==> config.mk <==
export PLATFORM = sky130hd
export DESIGN_NAME = regfile_wb_ctrl
export DESIGN_NICKNAME = d
export VERILOG_FILES = /design/src/rtl/rv_regfile_pkg.sv /design/src/rtl/regfile_wb_ctrl_rr_arb2.sv /design/src/rtl/regfile_wb_ctrl.sv
export SDC_FILE = /design/constraint.sdc
export NUM_CORES = 1
export LEC_CHECK = 0
export ABC_AREA = 1
export CAP_MARGIN = 20
export CORE_AREA = 2 2 98 100
export CTS_CLUSTER_DIAMETER = 80
export DETAILED_ROUTE_END_ITERATION = 8
export DIE_AREA = 0 0 100 102
export GPL_TIMING_DRIVEN = 1
export MAX_ROUTING_LAYER = met4
export PLACE_DENSITY = 0.92
export SKIP_CTS_REPAIR_TIMING = 1
export SYNTH_ARGS = -nofsm -noshare
export SYNTH_HDL_FRONTEND = slang
export SYNTH_SLANG_ARGS = --single-unit
==> constraint.sdc <==
create_clock -name clk -period 2.5 [get_ports clk]
set_clock_uncertainty 0.2 [all_clocks]
set_input_delay 0.25 -clock clk [delete_from_list [all_inputs] [get_ports clk]]
set_output_delay 0.25 -clock clk [all_outputs]
set_load 0.02 [all_outputs]
==> src/rtl/rv_regfile_pkg.sv <==
// rv_regfile_pkg: shared widths, write-back source tags and request layout for the regfile write port.
package rv_regfile_pkg;
    localparam int REG_ADDR_WIDTH = 5;
    localparam int REG_DATA_WIDTH = 32;
    localparam int NUM_REGS = 32;
    typedef enum logic {WB_ALU = 1'b0, WB_LSU = 1'b1} wb_src_e;
    typedef struct packed {
        logic [REG_ADDR_WIDTH-1:0] rd;
        logic [REG_DATA_WIDTH-1:0] data;
    } wb_req_t;
endpackage

==> src/rtl/regfile_wb_ctrl_rr_arb2.sv <==
// rr_arb2: two-way round-robin arbiter; priority flips only on cycles where both sources request.
module rr_arb2
    import rv_regfile_pkg::*;
(
    input  logic       clk,
    input  logic       rst,
    input  logic [1:0] req,
    output logic [1:0] gnt
);
    wb_src_e prio;
    always_ff @(posedge clk) begin
        if (rst) prio <= WB_ALU;
        else if (&req) prio <= gnt[WB_ALU] ? WB_LSU : WB_ALU;
    end
    always_comb begin
        gnt = '0;
        gnt[WB_ALU] = req[WB_ALU] && (!req[WB_LSU] || prio == WB_ALU);
        gnt[WB_LSU] = req[WB_LSU] && (!req[WB_ALU] || prio == WB_LSU);
    end
endmodule

==> src/rtl/regfile_wb_ctrl.sv <==
// regfile_wb_ctrl: arbitrates ALU/LSU write-back onto the regfile port and tracks outstanding loads.
// Optional REGFILE_WB_BYPASS_EN adds r1_fwd/r2_fwd so decode can forward from the write-back stage.
module regfile_wb_ctrl #(
    parameter int ADDR_W   = rv_regfile_pkg::REG_ADDR_WIDTH,
    parameter int DATA_W   = rv_regfile_pkg::REG_DATA_WIDTH,
    parameter int NUM_REGS = 2**ADDR_W
) (
    input  logic              clk,
    input  logic              rst,
    input  logic              issue_valid,
    input  logic [ADDR_W-1:0] issue_rd,
    input  logic              issue_long,
    output logic              issue_stall,
    input  logic [ADDR_W-1:0] r1_addr,
    input  logic [ADDR_W-1:0] r2_addr,
    output logic              r1_busy,
    output logic              r2_busy,
`ifdef REGFILE_WB_BYPASS_EN
    output logic              r1_fwd,
    output logic              r2_fwd,
`endif
    input  logic              alu_valid,
    input  logic [ADDR_W-1:0] alu_rd,
    input  logic [DATA_W-1:0] alu_data,
    output logic              alu_ready,
    input  logic              lsu_valid,
    input  logic [ADDR_W-1:0] lsu_rd,
    input  logic [DATA_W-1:0] lsu_data,
    output logic              lsu_ready,
    output logic [ADDR_W-1:0] rf_rd_addr,
    output logic [DATA_W-1:0] rf_rd_data,
    output logic              rf_write_en
);
    rv_regfile_pkg::wb_req_t sel, wb_q;
    logic [1:0]          gnt;
    logic [NUM_REGS-1:0] pending, pending_d;
    logic                set_pend, wb_hit1, wb_hit2;

    rr_arb2 u_arb (
        .clk (clk),
        .rst (rst),
        .req ({lsu_valid, alu_valid}),
        .gnt (gnt)
    );

    assign alu_ready  = gnt[rv_regfile_pkg::WB_ALU];
    assign lsu_ready  = gnt[rv_regfile_pkg::WB_LSU];
    assign sel        = lsu_ready ? {lsu_rd, lsu_data} : {alu_rd, alu_data};
    assign rf_rd_addr = wb_q.rd;
    assign rf_rd_data = wb_q.data;

    assign issue_stall = issue_valid && pending[issue_rd];
    assign set_pend    = issue_valid && issue_long && !issue_stall && issue_rd != '0;

    // Set is applied after clear so a same-cycle reissue keeps the register pending.
    always_comb begin
        pending_d = pending;
        if (lsu_ready) pending_d[lsu_rd] = 1'b0;
        if (set_pend) pending_d[issue_rd] = 1'b1;
    end

    always_ff @(posedge clk) begin
        if (rst) begin
            pending     <= '0;
            rf_write_en <= 1'b0;
            wb_q        <= '0;
        end else begin
            pending     <= pending_d;
            rf_write_en <= (|gnt) && sel.rd != '0;
            if (|gnt) wb_q <= sel;
        end
    end

    assign wb_hit1 = rf_write_en && rf_rd_addr == r1_addr;
    assign wb_hit2 = rf_write_en && rf_rd_addr == r2_addr;

`ifdef REGFILE_WB_BYPASS_EN
    assign r1_fwd  = r1_addr != '0 && wb_hit1;
    assign r2_fwd  = r2_addr != '0 && wb_hit2;
    assign r1_busy = r1_addr != '0 && pending[r1_addr];
    assign r2_busy = r2_addr != '0 && pending[r2_addr];
`else
    assign r1_busy = r1_addr != '0 && (pending[r1_addr] || wb_hit1);
    assign r2_busy = r2_addr != '0 && (pending[r2_addr] || wb_hit2);
`endif
endmodule

==> metrics.yaml <==
synth_area_leaders: "dfxtp_1 (32%), nor2_1 (9.4%), nand3_1 (9.2%)"
grt_pass1_vias: 5326
synth_common_cells: "nor2_1 (111), nand2_1 (108), nand3_1 (82)"
final_util: 0.691
syn_area_um2: 4440
dr.pass1.iters: 5
yosys_warnings: 0
rows: 35
place_congestion: 1.04
ys_seq_elements: 71
grt_overflow: 0
drive_gt1_frac: 0.0836
setup_viol: 1
syn_inst: 689
globalRouteTotalUtil: 0.336
synthFlopType: "dfxtp_1"
p_total_w: 0.00312
required_ns: 2.05
crit_arrival_ns: 2.31
violations: "negative setup slack"
hpwl_um: 12800
wirelength_um: 16900
critPathMaxStageDelay_ns: 0.63
path_max_fanout: 5
path_cells: "clkdlybuf4s50_1 -> inv_1 -> nor3_1 -> nand2_1 -> nand2_1 -> nor2_4 -> a21boi_0 -> clkdlybuf4s50_1"
die_w_um: 100
outcome: "finished, violations left"
antenna_found_initial: 0
filler_cell_count: 778
portBuffers: 137
avgSynthCellArea_um2: 6.44
grt_setup_unrepaired: "true"
cts_tree: "done"
multiInputGateArea_um2: 2530
maxCapViolCount: 0
post_dp_cell_area_um2: 6030
ios: 138
synth_top_area_share: 0.320
post-route-period-util: 1.10
hold_violations: 0
layout-area-overhead-vs-synth_pct: 41.8
slowest_stage: "clkdlybuf4s50_1"
path_class: "in2out"
startpoint_type: "primary input"
power_density_nw_per_um2: 496
p_leak_nw: 2.51
clock_path_buffers: 2
path_delay_family: "buffers and inverters"
synthArstFlopShare: 0
grt_pass1_wl_um: 26100
syn-num-nets: 784
hp-class: "reg2reg"
vias_per_cell: 5.90
die-area_um2: 10200
min_period_ns: 2.76
first_iter_violations: 550
ys_types: 31
grt_max_degree: 36
max-slew-margin-rel: 0.442
slew_violations: 0
worstMarginPinSlew_ns: 0.837
coreArea_um2: 9110
seq_area_frac_synth: 0.320
ctsRootBufferMaster: "clkbuf_8"
place_inst: 932
yosysTopAreaCell: "dfxtp_1"
start_util: 0.487
wire_per_inst_um: 17.8
timing.hold.ws_ns: 0.288
cts.sinks: 71
peakVddDrop_v: 0.000366
die_y_um: 102
path_buf_inv: 3
clock.fmax_mhz: 362
synth_edf_count: 0
final_area_um2: 6290
area.sequential_um2: 1420
drc: 0
fin_nets: 927
synth_most_common_cell: "nor2_1"
final_antenna_net_count: 0
antenna_cells: 0
instances_no_fill: 948
clk_latency_ns: 0.35
setup_ws_ns: -0.262
end_kind: "output port"
route.vias.total: 5594
clk_pin_slew_ns: 0.07
htree_levels: 3
cts_buffers: 9
[area by class of cell]
type,instances,share of cell area
clock buffer,10,0.0219
clock inverter,6,0.0171
inverter,60,0.0358
multi-input combinational,513,0.403
sequential,71,0.226
tap,111,0.0221
timing repair buffer,177,0.275
[tightest hold or removal path: stages, from the launching register on]
cell and delay, ns:
dfxtp_1 0.32, nand3_1 0.07, o31ai_1 0.06
[cells in the final DEF (no fill, tap or decap), drive strengths merged, types with 16 or more instances in the layout]
| cell type | instances |
|---|---|
| nor2 | 114 |
| o21ai | 54 |
| o31ai | 32 |
| nand2 | 111 |
| buf | 40 |
| a21oi | 45 |
| dfxtp | 71 |
| o211ai | 16 |
| nand3 | 82 |
| inv | 59 |
| nand4 | 33 |
| clkdlybuf4s50 | 135 |
[layer usage]
layer	vias to the layer above	wire length (um)	global-route usage
met3	59	1550	0.0616
met1	2569	6460	0.390
met2	320	8110	0.559
li1	2646	-	-
met4	0	779	0.173
met5	-	0	-
[state kept, by name, summed over array words and instances (netlist names)]
| register | cells |
|---|---|
| rf_rd_data | 32 |
| rf_write_en | 1 |
| pending | 32 |
| rf_rd_addr | 5 |
| u_arb.prio | 1 |
[final timing paths]
path,from,to,slack (ns),depth (start not counted)
hold reg to reg,rf_rd_data[15],rf_rd_data[15],0.29,2
hold / removal,rf_rd_data[15],rf_rd_data[15],0.29,2
setup / recovery,issue_rd[3],issue_stall,-0.26,8
setup reg to reg,pending[20],pending[15],0.61,10
[logic make-up after synthesis]
kind of cell / count (synthesis) / synth area share
simple gates: 351 / 0.350
xor+xnor: 2 / 0.00395
buf+inv: 105 / 0.111
compound gates: 160 / 0.214
flops: 71 / 0.320
[per-stage QoR]
| stage | worst slack (ns) | setup TNS [ns] |
|---|---|---|
| after global placement | -0.220 | -0.515 |
| after detailed placement | -0.264 | -0.668 |
| after CTS | -0.265 | -0.687 |
| after global routing | -0.377 | -0.377 |
| after floorplan | 0.573 | 0 |
| final | -0.262 | -0.262 |
[where the power goes]
group | total, W | internal, W | switching [W]
logic | 0.000768 | 0.000365 | 0.000403
clock network | 0.00112 | 0.000687 | 0.000438
registers | 0.00123 | 0.00119 | 0.0000423
total | 0.00312 | 0.00224 | 0.000883
(Power assumes the default switching activity.)
